[src/rtl/rom_boot_loader.sv]
// Copies the HPS ROM download stream into SDRAM through a small FIFO, one write per ce_ref slot.
// Optional ROM_BOOT_LOADER_CHECKSUM_EN adds a modulo-256 checksum output over issued writes.
module rom_boot_loader #(
    parameter int         NUM_PAGES  = 3,
    parameter logic [8:0] PAGE0_BASE = 9'h000,
    parameter logic [8:0] PAGE1_BASE = 9'h100,
    parameter logic [8:0] PAGE2_BASE = 9'h107,
    parameter int         FIFO_DEPTH = 2
) (
    input  logic        clk_sys,
    input  logic        RESET_n,
    input  logic        ce_ref,
    input  logic        dl_en,
    input  logic        dl_wr,
    input  logic [24:0] dl_addr,
    input  logic [7:0]  dl_data,
    output logic        dl_wait,
    output logic        ram_we,
    output logic [22:0] ram_addr,
    output logic [7:0]  ram_din,
    output logic        busy,
    output logic        done,
    output logic        dropped,
    output logic        overrun,
    output logic [24:0] bytes_written
`ifdef ROM_BOOT_LOADER_CHECKSUM_EN
    ,
    output logic [7:0]  checksum
`endif
);

    localparam int PW = (FIFO_DEPTH > 1) ? $clog2(FIFO_DEPTH) : 1;
    localparam int CW = PW + 1;
    localparam logic [CW-1:0] DEPTH_C     = CW'(FIFO_DEPTH);
    localparam logic [10:0]   NUM_PAGES_C = 11'(NUM_PAGES);

    typedef enum logic {
        S_IDLE,
        S_WRITE
    } state_t;

    state_t        state_q, state_d;
    logic [32:0]   fifoMem_q [FIFO_DEPTH];
    logic [PW-1:0] wrPtr_q, wrPtr_d;
    logic [PW-1:0] rdPtr_q, rdPtr_d;
    logic [PW-1:0] wrIdx;
    logic [CW-1:0] count_q, count_d;
    logic          dlEnPrev_q;
    logic          drainPending_q, drainPending_d;
    logic          ramWe_q, ramWe_d;
    logic [22:0]   ramAddr_q, ramAddr_d;
    logic [7:0]    ramDin_q, ramDin_d;
    logic          busy_q, busy_d;
    logic          done_q, done_d;
    logic          dropped_q, dropped_d;
    logic          overrun_q, overrun_d;
    logic [24:0]   bytesWritten_q, bytesWritten_d;
`ifdef ROM_BOOT_LOADER_CHECKSUM_EN
    logic [7:0]    checksum_q, checksum_d;
`endif

    logic          start, fall, full, empty, push, pop, doneCond;
    logic [32:0]   head;
    logic [10:0]   headPage;
    logic          headMapped;

    function automatic logic [8:0] pageBase(input logic [10:0] page);
        case (page)
            11'd0:   pageBase = PAGE0_BASE;
            11'd1:   pageBase = PAGE1_BASE;
            default: pageBase = PAGE2_BASE;
        endcase
    endfunction

    // FIFO entries are {byte address, data}; the page number sits in the top address bits.
    assign head       = fifoMem_q[rdPtr_q];
    assign headPage   = head[32:22];
    assign headMapped = (headPage < NUM_PAGES_C);

    always_comb begin
        start    = dl_en & ~dlEnPrev_q;
        fall     = ~dl_en & dlEnPrev_q;
        full     = (count_q == DEPTH_C);
        empty    = (count_q == '0);
        pop      = ~start & (state_q == S_IDLE) & ce_ref & ~empty;
        push     = dl_wr & dl_en & (start | ~full | pop);
        doneCond = ~dl_en & empty & (state_q == S_IDLE) & drainPending_q;

        state_d        = state_q;
        wrPtr_d        = wrPtr_q;
        rdPtr_d        = rdPtr_q;
        wrIdx          = wrPtr_q;
        count_d        = count_q;
        drainPending_d = drainPending_q;
        ramWe_d        = ramWe_q;
        ramAddr_d      = ramAddr_q;
        ramDin_d       = ramDin_q;
        done_d         = doneCond;
        dropped_d      = dropped_q;
        overrun_d      = overrun_q;
        bytesWritten_d = bytesWritten_q;
`ifdef ROM_BOOT_LOADER_CHECKSUM_EN
        checksum_d     = checksum_q;
`endif

        // A download start flushes the queue but still takes a byte strobed in the same cycle.
        if (start) begin
            wrIdx   = '0;
            rdPtr_d = '0;
            wrPtr_d = push ? PW'(1) : '0;
            count_d = push ? CW'(1) : '0;
        end else begin
            if (push)
                wrPtr_d = wrPtr_q + PW'(1);
            if (pop)
                rdPtr_d = rdPtr_q + PW'(1);
            if (push && !pop)
                count_d = count_q + CW'(1);
            else if (pop && !push)
                count_d = count_q - CW'(1);
        end

        case (state_q)
            S_IDLE: begin
                if (pop) begin
                    if (headMapped) begin
                        ramAddr_d = {pageBase(headPage), head[21:8]};
                        ramDin_d  = head[7:0];
                        ramWe_d   = 1'b1;
                        state_d   = S_WRITE;
                    end else begin
                        dropped_d = 1'b1;
                    end
                end
            end
            S_WRITE: begin
                if (ce_ref) begin
                    ramWe_d = 1'b0;
                    state_d = S_IDLE;
                    if (bytesWritten_q != '1)
                        bytesWritten_d = bytesWritten_q + 25'd1;
`ifdef ROM_BOOT_LOADER_CHECKSUM_EN
                    checksum_d = checksum_q + ramDin_q;
`endif
                end
            end
            default: state_d = S_IDLE;
        endcase

        if (start) begin
            dropped_d      = 1'b0;
            overrun_d      = 1'b0;
            bytesWritten_d = '0;
`ifdef ROM_BOOT_LOADER_CHECKSUM_EN
            checksum_d     = '0;
`endif
        end else if (dl_wr && dl_en && full && !pop) begin
            overrun_d = 1'b1;
        end

        // A restart cancels any pending completion; the next falling edge re-arms it.
        if (start)
            drainPending_d = 1'b0;
        else if (doneCond)
            drainPending_d = 1'b0;
        else if (fall)
            drainPending_d = 1'b1;

        busy_d = dl_en | (count_d != '0) | ramWe_d;
    end

    always_ff @(posedge clk_sys or negedge RESET_n) begin
        if (!RESET_n) begin
            state_q        <= S_IDLE;
            wrPtr_q        <= '0;
            rdPtr_q        <= '0;
            count_q        <= '0;
            dlEnPrev_q     <= 1'b0;
            drainPending_q <= 1'b0;
            ramWe_q        <= 1'b0;
            ramAddr_q      <= '0;
            ramDin_q       <= '0;
            busy_q         <= 1'b0;
            done_q         <= 1'b0;
            dropped_q      <= 1'b0;
            overrun_q      <= 1'b0;
            bytesWritten_q <= '0;
`ifdef ROM_BOOT_LOADER_CHECKSUM_EN
            checksum_q     <= '0;
`endif
        end else begin
            state_q        <= state_d;
            wrPtr_q        <= wrPtr_d;
            rdPtr_q        <= rdPtr_d;
            count_q        <= count_d;
            dlEnPrev_q     <= dl_en;
            drainPending_q <= drainPending_d;
            ramWe_q        <= ramWe_d;
            ramAddr_q      <= ramAddr_d;
            ramDin_q       <= ramDin_d;
            busy_q         <= busy_d;
            done_q         <= done_d;
            dropped_q      <= dropped_d;
            overrun_q      <= overrun_d;
            bytesWritten_q <= bytesWritten_d;
`ifdef ROM_BOOT_LOADER_CHECKSUM_EN
            checksum_q     <= checksum_d;
`endif
        end
    end

    always_ff @(posedge clk_sys) begin
        if (push)
            fifoMem_q[wrIdx] <= {dl_addr, dl_data};
    end

    assign dl_wait       = full;
    assign ram_we        = ramWe_q;
    assign ram_addr      = ramAddr_q;
    assign ram_din       = ramDin_q;
    assign busy          = busy_q;
    assign done          = done_q;
    assign dropped       = dropped_q;
    assign overrun       = overrun_q;
    assign bytes_written = bytesWritten_q;
`ifdef ROM_BOOT_LOADER_CHECKSUM_EN
    assign checksum      = checksum_q;
`endif

endmodule

[config.mk]
export PLATFORM = sky130hd
export DESIGN_NAME = rom_boot_loader
export DESIGN_NICKNAME = d
export VERILOG_FILES = /design/src/rtl/rom_boot_loader.sv
export SDC_FILE = /design/constraint.sdc
export NUM_CORES = 1
export LEC_CHECK = 0
export BUFFER_PORTS_ARGS = -buffer_cell sky130_fd_sc_hd__buf_2
export CORE_UTILIZATION = 40
export CTS_CLUSTER_SIZE = 28
export DETAILED_ROUTE_END_ITERATION = 8
export PLACE_DENSITY = 0.58
export RECOVER_POWER = 25
export SLEW_MARGIN = 25
export SYNTH_ARGS = -nofsm -noshare
export SYNTH_HDL_FRONTEND = slang
export SYNTH_SLANG_ARGS = --single-unit
[constraint.sdc]
create_clock -name clk_sys -period 5.7 [get_ports clk_sys]
set_input_delay 1.14 -clock clk_sys [delete_from_list [all_inputs] [get_ports clk_sys]]
set_output_delay 1.14 -clock clk_sys [all_outputs]
set_load 0.1 [all_outputs]
# After elaboration in Yosys (flattened, before gate mapping)
# Memory sizes are Yosys's and may differ from the RTL's.
# Cells that the tools add are included.
# totals
regBits	68
mem_bits_rw	66
inputBits	38
out_inout_bits	62
mem_count	1
# op_classes
n_addsub	5
n_lt_le_gt_ge	1
eq_ne	5
mux	33
n_bitwise	20
reduce_logical	20
# memory_table
name	depth	word_bits	rd	rd_clocked_by_memory_dff	wr	line	rtl
fifoMem_q	2	33	1	0	1	43	logic [32:0] fifoMem_q [FIFO_DEPTH];
# ops
cell	count
25-bit 2-to-1 mux	4
25-bit by 1-bit adder with 25-bit output (second input constant)	1
25-bit != test (second input constant)	1
1-bit 2-to-1 mux	23
9-bit one-hot mux with 2 select lines	1
2-bit nonzero test	7
11-bit by 1-bit == test with 1-bit output (second input constant)	1
11-bit logical NOT	1
11-bit by 2-bit < comparator with 1-bit output (second input constant)	1
1-bit AND	10
3-bit AND reduction	3
2-bit 2-to-1 mux	3
1-bit inverter	6
1-bit logical AND	5
1-bit bitwise OR	4
1-bit one-hot mux with 2 select lines	2
3-bit nonzero test	1
1-bit adder (second input constant)	2
2-bit by 1-bit adder with 2-bit output (second input constant)	1
2-bit == test (second input constant)	1
1-bit logical NOT	2
2-bit logical NOT	1
2-bit by 1-bit != test with 1-bit output (second input constant)	1
2-bit != test (second input constant)	1
2-bit by 1-bit subtractor with 2-bit output (second input constant)	1

# Logic depth before layout (Yosys ltp)
# Gate-level depths: netlist of the first run.
# depth
word_depth	16
mapped_depth	7

# Least setup slack after synthesis of the first run
# OpenSTA, ideal clock, no wires.
# synth_path
kind	in2reg
startpoint	input port dl_en
endpoint	memory fifoMem_q[1][0] (enable)
setup_ps	464
arrival_time_ps	4524
path_slack_ps	712
cell_stages	4
path_cell_list	ha_1 > or4b_1 > and2_1 > nor3_1
# synth_between
elab_chain_len	9
elab_cells_between_ends	12
classes_between	mux (3); bitwise (9)
# synth_rtl
element	line	rtl
from (decl)	13	input logic dl_en,
1-bit AND	81	start = dl_en & ~dlEnPrev_q;
1-bit inverter	85	pop = ~start & (state_q == S_IDLE) & ce_ref & ~empty;
1-bit AND (3 in series)	85	
1-bit bitwise OR	86	push = dl_wr & dl_en & (start | ~full | pop);
1-bit AND	86	
1-bit 2-to-1 mux	213	if (push)
1-bit 2-to-1 mux (implied by the code)	214	fifoMem_q[wrIdx] <= {dl_addr, dl_data};
to (decl)	43	
# Several ways; a longest one is shown, not always the timed one.

==> results.md, run 1 <==
- Failing checks: capacitance limit, slew limit
- Number of flops mapped to enable cells by yosys: 66
- Layout cells sized above 1: 24.03%
- IO buf count: 94
- Post_cts resized: 0
- DR vias: 3,397
- Worst vdd ir: 0.2306 mV
- CP max stage cell: clkbuf_1
- Via/cell ratio: 4.938
- Post-CTS Hold Fix Bufs: 0
- Nets: 545
- Synth Instances: 400
- PnR worst setup slack: 1798 ps
- Worst Path Arrival: 3650 ps
- Inserted Diodes: 0
- Clock Sinks: 127
- Max-cap violations: 1
- Buffer and inverter count on the worst path: 2
- Skew final: 6.798 ps
- Site Rows: 41
- Flops & latches, synth: 127
- Met1 WL: 4.547 mm
- Nature of the critical path endpoint: asynchronous set/reset pin
- Pins Over Slew Limit: 62
- Worst skew pair latency: 410 ps
- PD cells: 407.9 nW/µm²
- Top routing layer used: met5
- Initial antenna violation count: 1
- Outcome: finished with violations
- Netlist cell types: 52
- Pleak: 0.002627 µW
- Routed wire length: 10.26 mm
- Cell area after synthesis: 5191 µm²
- Tmin final: 3902 ps
- Achievable Freq: 256.3 MHz
- First-pass GRT wire length: 16.57 mm
- Primary FF master, synth: edfxtp_1
- Hold Vio Cnt, Final: 0
- Die Height: 115.9 µm
- Setup WS pre-CTS: 1663 ps
- Util after Layout: 50.70%
- Die X: 115.9 µm
- Worst slew pin tran: 3412 ps
- CTS tree: done
- DRC Markers: 0
- CP startpoint kind: primary input
- Period utilization: 68.45%
- Gr ovfl total: 0
- Initial cell density of the core: 41.14%
- Vias in the first global route: 3,346
- H-tree levels: 4
- Setup TNS: 0 ps
- RSZ-0062 raised after global routing: no
- HP Class: reg2reg
- Yosys warns: 0
- Synth-to-Final Area Change: 23.26%
- WL met2: 4.826 mm
- GPL Wtd Cong: 0.7760
- Clock tree buffer depth: 2
- Slew HR: -127.4%
- Core area: 12,620 µm²
- Root buffer cell: clkbuf_16
- CTS clk-pin slew, worst paths: 50 ps
- Critical path class: in2async
- IO Count: 100
- Top delay family on crit path: buffers and inverters
- Setup violators final: 0
- Starting DRT DRC Count: 228
- Critical path's largest stage delay: 2390 ps
- Post-synth ARST share: 48.03%
- Clock buffer count from CTS: 17
- Synth Area per Inst: 12.98 µm²
- Sequential area share after synthesis: 67.58%
- Setup Fix Bufs, Post-CTS: 0
- Routed len/inst: 14.92 µm
- Gr usage total: 16.52%
- Crit path max fanout: 61
- Die area: 13,440 µm²
- Router iterations before antenna repair: 4
- Final ANT Viol Nets: 0
- CP cell instances: buf_2 > clkbuf_1
- Critical Path RT: 5440 ps
- Largest net degree at the start of global routing: 62
- Post-DP HPWL: 6.639 mm
- Routed length on met3: 695 µm
==> power by group <==
group	internal (µW)	switching, µW
sequential	1040	29.1
clock	690	372
combinational	123	354
==> metal layers <==
| layer | global-route usage (%) | vias to the layer above |
|---|---|---|
| li1 | - | 1661 |
| met1 | 20.67 | 1618 |
| met2 | 25.87 | 97 |
| met3 | 5.910 | 19 |
| met4 | 7.179 | 2 |
| met5 | 0 | - |
==> state kept, by name (all words and copies together), names as in the netlist <==
signal and flops:
wrPtr_q 1, dropped 1, fifoMem_q 66, busy 1, count_q 2, ram_din 8, dlEnPrev_q 1, state_q 1
bytes_written 25, rdPtr_q 1, done 1, overrun 1, ram_we 1, drainPending_q 1, ram_addr 16
==> cells in the mapped netlist, types with 2 or more instances <==
cell type  instances  area, µm²
nand4_1            7      43.79
xnor2_1           11      96.34
mux2i_1           26      260.3
or3_1              3      18.77
nand3_1            9      45.04
o22ai_1            2      12.51
a211oi_1           5      37.54
nand2b_1           3      18.77
xor2_1             3      26.28
buf_1              3      11.26
or4b_1             2      20.02
or4_1              4      30.03
nand2_1           17      63.81
inv_1              6      22.52
edfxtp_1          66       1982
nor2_1            62      232.7
buf_2              5      25.02
buf_4              8      60.06
a21o_1             3      22.52
nor4b_1            2      17.52
ha_1               4      50.05
o21ai_0            4      20.02
and2_1             2      12.51
nor4_1             4      25.02
o31ai_1            2      15.01
mux2_2             3      33.78
clkbuf_1           3      11.26
nor3_1             8      40.04
nor2b_1            3      18.77
a21oi_1           34      170.2
dfrtp_1           61       1526
and3_1             3      18.77
a31oi_1            3      18.77
==> cells by family after synthesis <==
logic type	after synthesis	share of synthesized area, %
DFF	127	67.58
buffers and inverters	25	2.507
muxes	29	5.664
other	1	0.07224
and+or+nand+nor	137	13.47
adders and majority gates	4	0.9641
xor gates and xnor gates	14	2.362
AOI/OAI and AO/OA	63	7.376
==> layout by cell type (no fill, tap or decap), types with 4 or more instances in the layout <==
cell        n
a21oi_1    34
or4_1       4
ha_1        4
nor4_1      4
xnor2_1    11
nor2_1     61
a211oi_1    5
clkinv_2    5
nand2_1    17
dfrtp_1    61
nand3_1     9
mux2i_1    26
nor3_1      7
nand4_1     7
o21ai_0     4
edfxtp_1   66
conb_1      5
clkbuf_16  17
buf_2      78
buf_4       4
inv_1       6
clkbuf_1   18
==> final cells by class <==
type / instances / area (µm²)
Clock buffer: 19 / 442.9
Multi-Input combinational cell: 252 / 1580
Timing Repair Buffer: 99 / 484.2
Sequential cell: 127 / 3508
Fill cell: 1142 / 6221
Clock inverter: 13 / 145.1
Tap cell: 172 / 215.2
Inverter: 6 / 22.52
==> per-stage QoR <==
step                      cell area, µm²  std cells  hold slack (ps)  total power, µW
after floorplan                     5206        404            484.6             1465
after global placement              5834        656            475.0             1564
after detailed placement            5834        656            479.5             1571
after CTS                           6422        688            510.7             2643
after global routing                6399        688            537.9             2713
final                               6399        688            504.1             2610
==> final timing paths <==
kind                                endpoint    startpoint  slack [ps]  depth (start not counted)
hold / removal                  ram_addr[22]  ram_addr[22]         500                          1
hold reg to reg                 ram_addr[22]  ram_addr[22]         500                          1
setup reg to reg             fifoMem_q[0][3]    dlEnPrev_q        2610                          8
min in group asynchronous  bytes_written[11]       RESET_n        1980                          2
setup / recovery                  ram_din[1]       RESET_n        1800                          2
max in group clk_sys         fifoMem_q[0][3]         dl_en        2060                          8
No activity file was read; power rests on OpenSTA's default activity.
==> run 2, diff against run 1 <==
--- a/config.mk
+++ b/config.mk
@@ -9,7 +9,7 @@
 export CORE_UTILIZATION = 40
 export CTS_CLUSTER_SIZE = 28
 export DETAILED_ROUTE_END_ITERATION = 8
-export PLACE_DENSITY = 0.58
+export PLACE_DENSITY = 0.6
 export RECOVER_POWER = 25
 export SLEW_MARGIN = 25
 export SYNTH_ARGS = -nofsm -noshare
==> constraint.sdc (replaced) <==
create_clock -name clk_sys -period 3.5 [get_ports clk_sys]
set_input_delay 0.7 -clock clk_sys [delete_from_list [all_inputs] [get_ports clk_sys]]
set_output_delay 0.7 -clock clk_sys [all_outputs]
set_load 0.1 [all_outputs]
==> results.md, run 2 (same netlist as run 1, synthesis figures left out) <==
- Router iterations before antenna repair: 4 (unchanged)
- Max reg flops: 66 (unchanged)
- Die X: 115.9 µm (unchanged)
- Skew final: 8.235 ps (was 6.798 ps)
- Site Rows: 41 (unchanged)
- DR vias: 3,453 (was 3,397)
- Achievable Freq: 395.1 MHz
- Pleak: 0.002627 µW (about the same)
- Crit path max fanout: 38 (was 61)
- CTS clk-pin slew, worst paths: 50 ps (about the same)
- Clock tree buffer depth: 2 (unchanged)
- Comb pwr share: 18.2% (was 18.3%)
- PnR worst setup slack: 969.3 ps (was 1798 ps)
- Routed wire length: 10.46 mm (was 10.26 mm)
- Initial cell density of the core: 41.14% (unchanged)
- Most common cell after layout, fill and taps aside: buf_2 (unchanged)
- Vias in the first global route: 3,370 (was 3,346)
- Reg with most FFs: fifoMem_q (unchanged)
- Most frequent cells in the layout: 71 x buf_2, 66 x edfxtp_1, 61 x nor2_1 (was 78 x buf_2, 66 x edfxtp_1, 61 x nor2_1, 61 x dfrtp_1, 34 x a21oi_1)
- Final cell count without fillers: 691 (was 688)
- Inserted Diodes: 0 (unchanged)
- Gr ovfl total: 0 (unchanged)
- Critical Path RT: 3770 ps (was 5440 ps)
- Design area: 6434 µm² (was 6399 µm²)
- Setup violators final: 0 (unchanged)
- Root buffer cell: clkbuf_16 (unchanged)
- Gr usage total: 16.82% (was 16.52%)
- Outcome: finished with violations (unchanged)
- PD cells: 664.1 nW/µm² (was 407.9 nW/µm²)
- Post-DP HPWL: 7.036 mm (was 6.639 mm)
- IO Count: 100 (unchanged)
- Failing checks: capacitance limit, slew limit (unchanged)
- Clock Sinks: 127 (unchanged)
- Clock share of power: 40.8% (was 40.7%)
- Die Height: 115.9 µm (unchanged)
- Core area: 12,620 µm² (unchanged)
- # placed instances: 659 (was 656)
- Pins Over Slew Limit: 62 (unchanged)
- Routed len/inst: 15.14 µm (was 14.92 µm)
- Via/cell ratio: 4.997 (was 4.938)
- H-tree levels: 4 (unchanged)
- Switching share of power: 28.33% (was 28.92%)
- Setup Fix Bufs, Post-CTS: 0 (unchanged)
- Clock buffer count from CTS: 17 (unchanged)
- Final ANT Viol Nets: 0 (unchanged)
- Max-cap violations: 1 (unchanged)
- DRC Markers: 0 (unchanged)
- P_int: 3062 µW (was 1855 µW)
- Tmin final: 2531 ps
- Post_cts resized: 0 (unchanged)
- Largest net degree at the start of global routing: 62 (unchanged)
- Post-CTS Hold Fix Bufs: 0 (unchanged)
- Setup WS pre-CTS: 590.7 ps (was 1663 ps)
- Worst slew pin tran: 1554 ps (was 3412 ps)
- Nets: 548 (was 545)
- Worst Path Arrival: 2800 ps (was 3650 ps)
- Initial antenna violation count: 0 (was 1)
- Nature of the critical path endpoint: flip-flop (was asynchronous set/reset pin)
- GPL Wtd Cong: 0.8267 (was 0.7760)
- Fill cell count: 1,129 (was 1,142)
- Setup TNS: 0 ps (unchanged)
- Worst vdd ir: 0.2973 mV (was 0.2306 mV)
- Die area: 13,440 µm² (unchanged)
- Period utilization: 72.31%
- Pwr Total: 4272 µW (was 2610 µW)
- Cell Area, Placed: 5877 µm² (was 5834 µm²)
- Critical path class: in2reg (was in2async)
- CP startpoint kind: primary input (unchanged)
- HP Class: in2reg (was reg2reg)
- Starting DRT DRC Count: 194 (was 228)
- Layout cells sized above 1: 22.54% (was 24.03%)
- RSZ-0062 raised after global routing: no (unchanged)
- P_sw: 1211 µW (was 754.7 µW)
- Worst skew pair latency: 410 ps (about the same)
- Hold Vio Cnt, Final: 0 (unchanged)
- First-pass GRT wire length: 16.78 mm (was 16.57 mm)
- CTS tree: done (unchanged)
- Synth-to-Final Area Change: 23.93% (was 23.26%)
- Flop pwr share: 41.1% (about the same)
- Slew HR: -3.567% (was -127.4%)
- IO buf count: 94 (unchanged)
-- run 2: stage by stage --
stage          util (%)  hold WS (ps)
3_5_place_dp      46.57         497.6
4_1_cts           51.23         450.9
6_report          50.98         476.0
3_3_place_gp      46.57         474.9
2_1_floorplan         -         404.4
5_1_grt           50.98         464.5
-- run 2: cell type report --
type                       instances  area [µm²]  area share, %
sequential                       127        3510          54.55
multi-input combinational        252        1587          24.66
timing repair buffer             102       511.7          7.954
clock buffer                      26       480.5          7.468
tap                              172       215.2          3.345
clock inverter                     6       107.6          1.672
inverter                           6       22.52         0.3501
-- run 2: final timing paths --
path / slack [ps] / startpoint / endpoint / cells after the start
worst min register to register: 520 / ram_addr[22] / ram_addr[22] / 1
max in group asynchronous: 1710 / RESET_n / rdPtr_q / 2
min in group asynchronous: 760 / RESET_n / bytes_written[18] / 2
worst min-delay path: 480 / dl_addr[24] / fifoMem_q[1][32] / 1
worst max register to register: 1030 / count_q[0] / fifoMem_q[0][9] / 8
worst max-delay path: 970 / dl_en / busy / 8
-- run 2: critical path, cell delays in order --
cell and delay (ps):
clkbuf_1 140, ha_1 230, buf_4 250, nor4b_2 530, nor2_1 120, o221ai_1 190
o211ai_1 130, or4_1 510
-- run 2: metal layers --
| metal | up-vias | track usage [%] | wire [µm] | share of wire, % |
|---|---|---|---|---|
| met5 | - | 0 | 0 | 0 |
| met2 | 102 | 26.79 | 4958 | 47 |
| met1 | 1663 | 20.30 | 4553 | 44 |
| met3 | 21 | 5.073 | 656 | 6.3 |
| met4 | 0 | 9.744 | 293 | 2.8 |
| li1 | 1667 | - | - | - |
-- run 2: power by group through the flow --
stage | Clock (µW) | Combinational, µW | Sequential [µW]
2_1_floorplan | 0 | 414 | 1980
3_3_place_gp | 0 | 779 | 1780
3_5_place_dp | 0 | 789 | 1780
4_1_cts | 1780 | 791 | 1760
5_1_grt | 1850 | 833 | 1770
6_report | 1740 | 776 | 1750
==> run 3, diff against run 2 <==
--- a/config.mk
+++ b/config.mk
@@ -5,11 +5,12 @@
 export SDC_FILE = /design/constraint.sdc
 export NUM_CORES = 1
 export LEC_CHECK = 0
+export ABC_AREA = 1
 export BUFFER_PORTS_ARGS = -buffer_cell sky130_fd_sc_hd__buf_2
 export CORE_UTILIZATION = 40
 export CTS_CLUSTER_SIZE = 28
 export DETAILED_ROUTE_END_ITERATION = 8
-export PLACE_DENSITY = 0.6
+export PLACE_DENSITY = 0.59
 export RECOVER_POWER = 25
 export SLEW_MARGIN = 25
 export SYNTH_ARGS = -nofsm -noshare
==> constraint.sdc (replaced) <==
create_clock -name clk_sys -period 2.25 [get_ports clk_sys]
set_input_delay 0.45 -clock clk_sys [delete_from_list [all_inputs] [get_ports clk_sys]]
set_output_delay 0.45 -clock clk_sys [all_outputs]
set_load 0.1 [all_outputs]
==> results.md, run 3 <==
- Pins Over Slew Limit: 62 (unchanged)
- Worst slew pin tran: 1593 ps (was 1554 ps)
- CTS tree: done (unchanged)
- Most frequent cells in the layout: 264 x nand2_1, 87 x buf_2, 66 x edfxtp_1 (was 71 x buf_2, 66 x edfxtp_1, 61 x nor2_1)
- Clock Sinks: 127 (unchanged)
- Via/cell ratio: 4.774 (was 4.997)
- Util after Layout: 50.21% (was 50.98%)
- Initial antenna violation count: 1 (was 0)
- Site Rows: 43 (was 41)
- Final cell count without fillers: 925 (was 691)
- Routed len/inst: 13.90 µm (was 15.14 µm)
- Failing checks: capacitance limit, slew limit (unchanged)
- Synth area leaders: edfxtp_1 34%, dfrtp_1 26%, nand2_1 17% (was edfxtp_1 38%, dfrtp_1 29%, mux2i_1 5.0%)
- Clock tree buffer depth: 2 (unchanged)
- Reg with most FFs: fifoMem_q (unchanged)
- Synth top cells by count: 264 x nand2_1, 66 x edfxtp_1, 61 x dfrtp_1, 52 x nor2_1, 44 x nand3_1 (was 66 x edfxtp_1, 62 x nor2_1, 61 x dfrtp_1, 34 x a21oi_1, 26 x mux2i_1)
- Number of flops mapped to enable cells by yosys: 66 (unchanged)
- Flops & latches, synth: 127 (unchanged)
- Reg2reg start: bytes_written[0] (was count_q[0])
- Switching share of power: 32.05% (was 28.33%)
- Period utilization: 88.43%
- RSZ-0062 raised after global routing: no (unchanged)
- Hold Slack: 217.3 ps (was 476.0 ps)
- Die area: 15,090 µm² (was 13,440 µm²)
- Slew HR: -6.181% (was -3.567%)
- IO Count: 100 (unchanged)
- Largest net degree at the start of global routing: 62 (unchanged)
- Layout cells sized above 1: 21.94% (was 22.54%)
- PD cells: 924.2 nW/µm² (was 664.1 nW/µm²)
- Die X: 122.9 µm (was 115.9 µm)
- Hold Vio Cnt, Final: 0 (unchanged)
- Top-area cell type share of the netlist area: 33.93% (was 38.18%)
- Most common cell after layout, fill and taps aside: nand2_1 (was buf_2)
- Final ANT Viol Nets: 0 (unchanged)
- Gr ovfl total: 0 (unchanged)
- Synth Area per Inst: 9.332 µm² (was 12.98 µm²)
- Pleak: 0.003444 µW (was 0.002627 µW)
- Post-synth ARST share: 48.03% (unchanged)
- Worst Setup SP: bytes_written[0] (was dl_en)
- Router iterations before antenna repair: 6 (was 4)
- Flop pwr share: 42.3% (was 41.1%)
- Max-cap violations: 1 (unchanged)
- IO buf count: 94 (unchanged)
- Post_cts resized: 0 (unchanged)
- Vias in the first global route: 4,329 (was 3,370)
- HP Class: in2reg (unchanged)
- Hold Crit Start: dl_addr[14] (was dl_addr[24])
- GPL Wtd Cong: 0.8765 (was 0.8267)
- Primary FF master, synth: edfxtp_1 (unchanged)
- Netlist cell types: 34 (was 52)
- Die Height: 122.9 µm (was 115.9 µm)
- Post-CTS Hold Fix Bufs: 0 (unchanged)
- Clock share of power: 38.3% (was 40.8%)
- Achievable Freq: 502.6 MHz
- Skew final: 8.392 ps (was 8.235 ps)
- First-pass GRT wire length: 21.13 mm (was 16.78 mm)
- Worst skew pair latency: 420 ps (was 410 ps)
- Core area: 14,040 µm² (was 12,620 µm²)
- Comb pwr share: 19.4% (was 18.2%)
- Cell area after synthesis: 5842 µm² (was 5191 µm²)
- Nets: 772 (was 548)
- Sequential area share after synthesis: 60.06% (was 67.58%)
- DR vias: 4,416 (was 3,453)
- Critical path class: reg2reg (was in2reg)
- Critical Path RT: 2600 ps (was 3770 ps)
- Initial cell density of the core: 41.60% (was 41.14%)
- DRC Markers: 0 (unchanged)
- Synth-to-Final Area Change: 20.69% (was 23.93%)
- CP startpoint kind: flip-flop (was primary input)
- P_int: 4428 µW (was 3062 µW)
- Max reg flops: 66 (unchanged)
- # placed instances: 891 (was 659)
- Post-DP HPWL: 8.839 mm (was 7.036 mm)
- Yosys warns: 0 (unchanged)
- Nature of the critical path endpoint: flip-flop (unchanged)
- CTS clk-pin slew, worst paths: 60 ps (was 50 ps)
- Worst vdd ir: 0.5821 mV (was 0.2973 mV)
- Starting DRT DRC Count: 252 (was 194)
- Synth Instances: 626 (was 400)
- P_sw: 2088 µW (was 1211 µW)
- Setup Fix Bufs, Post-CTS: 0 (unchanged)
- Worst Path Arrival: 2340 ps (was 2800 ps)
- H-tree levels: 4 (unchanged)
- Biggest area consumer among synthesized cells: edfxtp_1 (unchanged)
- Root buffer cell: clkbuf_16 (unchanged)
- Setup violators final: 0 (unchanged)
- Crit path max fanout: 31 (was 38)
- Clock buffer count from CTS: 17 (unchanged)
- Setup TNS: 0 ps (unchanged)
- Gr usage total: 18.77% (was 16.82%)
- Count leader, synth: nand2_1 (was edfxtp_1)
- Outcome: finished with violations (unchanged)
- Routed wire length: 12.86 mm (was 10.46 mm)
- Tmin final: 1990 ps
-- run 3: area by class of cell --
class | count | area, µm²
flip-flops and latches | 127 | 3511
repair buffers | 106 | 586.8
clock inverters | 11 | 82.58
clock buffers | 21 | 460.4
diodes | 2 | 5.005
multi-input cells | 432 | 2007
inverters | 46 | 172.7
well taps | 180 | 225.2
fillers | 1304 | 6992
-- run 3: final timing paths --
kind	endpoint	slack [ps]	cells after the start
worst max-delay path	bytes_written[8]	260	9
worst min-delay path	fifoMem_q[1][22]	220	1
worst max register to register	bytes_written[8]	260	9
worst min register to register	ram_din[2]	470	2
max in group asynchronous	bytes_written[0]	670	2
min in group asynchronous	ram_addr[13]	520	2
-- run 3: kinds of logic (layout without fill, tap and decap cells) --
| kind of cell | after synthesis | in the layout | share of synthesized area, % |
|---|---|---|---|
| simple gates | 387 | 387 | 28.10 |
| buf+inv | 71 | 184 | 6.318 |
| fa+ha+maj | 4 | 4 | 0.8567 |
| xor+xnor | 15 | 15 | 2.249 |
| flops | 127 | 127 | 60.06 |
| mux | 1 | 1 | 0.1713 |
| other cells | 1 | 7 | 0.06419 |
| compound gates | 20 | 20 | 2.185 |
-- run 3: routing by layer --
| layer | track usage (%) | routed length [µm] | up-vias |
|---|---|---|---|
| met4 | 6.555 | 159 | 0 |
| met3 | 6.134 | 708 | 16 |
| li1 | - | - | 2201 |
| met5 | 0 | 0 | - |
| met2 | 30.48 | 6273 | 115 |
| met1 | 23.40 | 5714 | 2084 |
-- run 3: metrics by stage --
step                cell area (µm²)  power, µW  worst slack [ps]
CTS                            7069       6587             244.9
global route                   7046       6809             52.39
detailed placement             6526       4078             178.1
finish                         7051       6516             260.3
global placement               6526       4053             216.3
floorplan                      5887       3765             5.532
-- run 3: worst max-delay path, cell delays in order, from the launching register on --
cell,delay [ps]
dfrtp_2,430
ha_1,330
inv_2,70
nor2_4,200
nand2_4,90
nor2_4,170
nand3_2,110
nand3_4,310
nand2_1,120
nand2_1,90
-- run 3: power groups by stage --
| stage | registers (µW) | logic [µW] | clock network (µW) |
|---|---|---|---|
| 2_1_floorplan | 3030 | 738 | 0 |
| 3_3_place_gp | 2800 | 1250 | 0 |
| 3_5_place_dp | 2800 | 1270 | 0 |
| 4_1_cts | 2760 | 1280 | 2550 |
| 5_1_grt | 2780 | 1390 | 2640 |
| 6_report | 2760 | 1260 | 2500 |
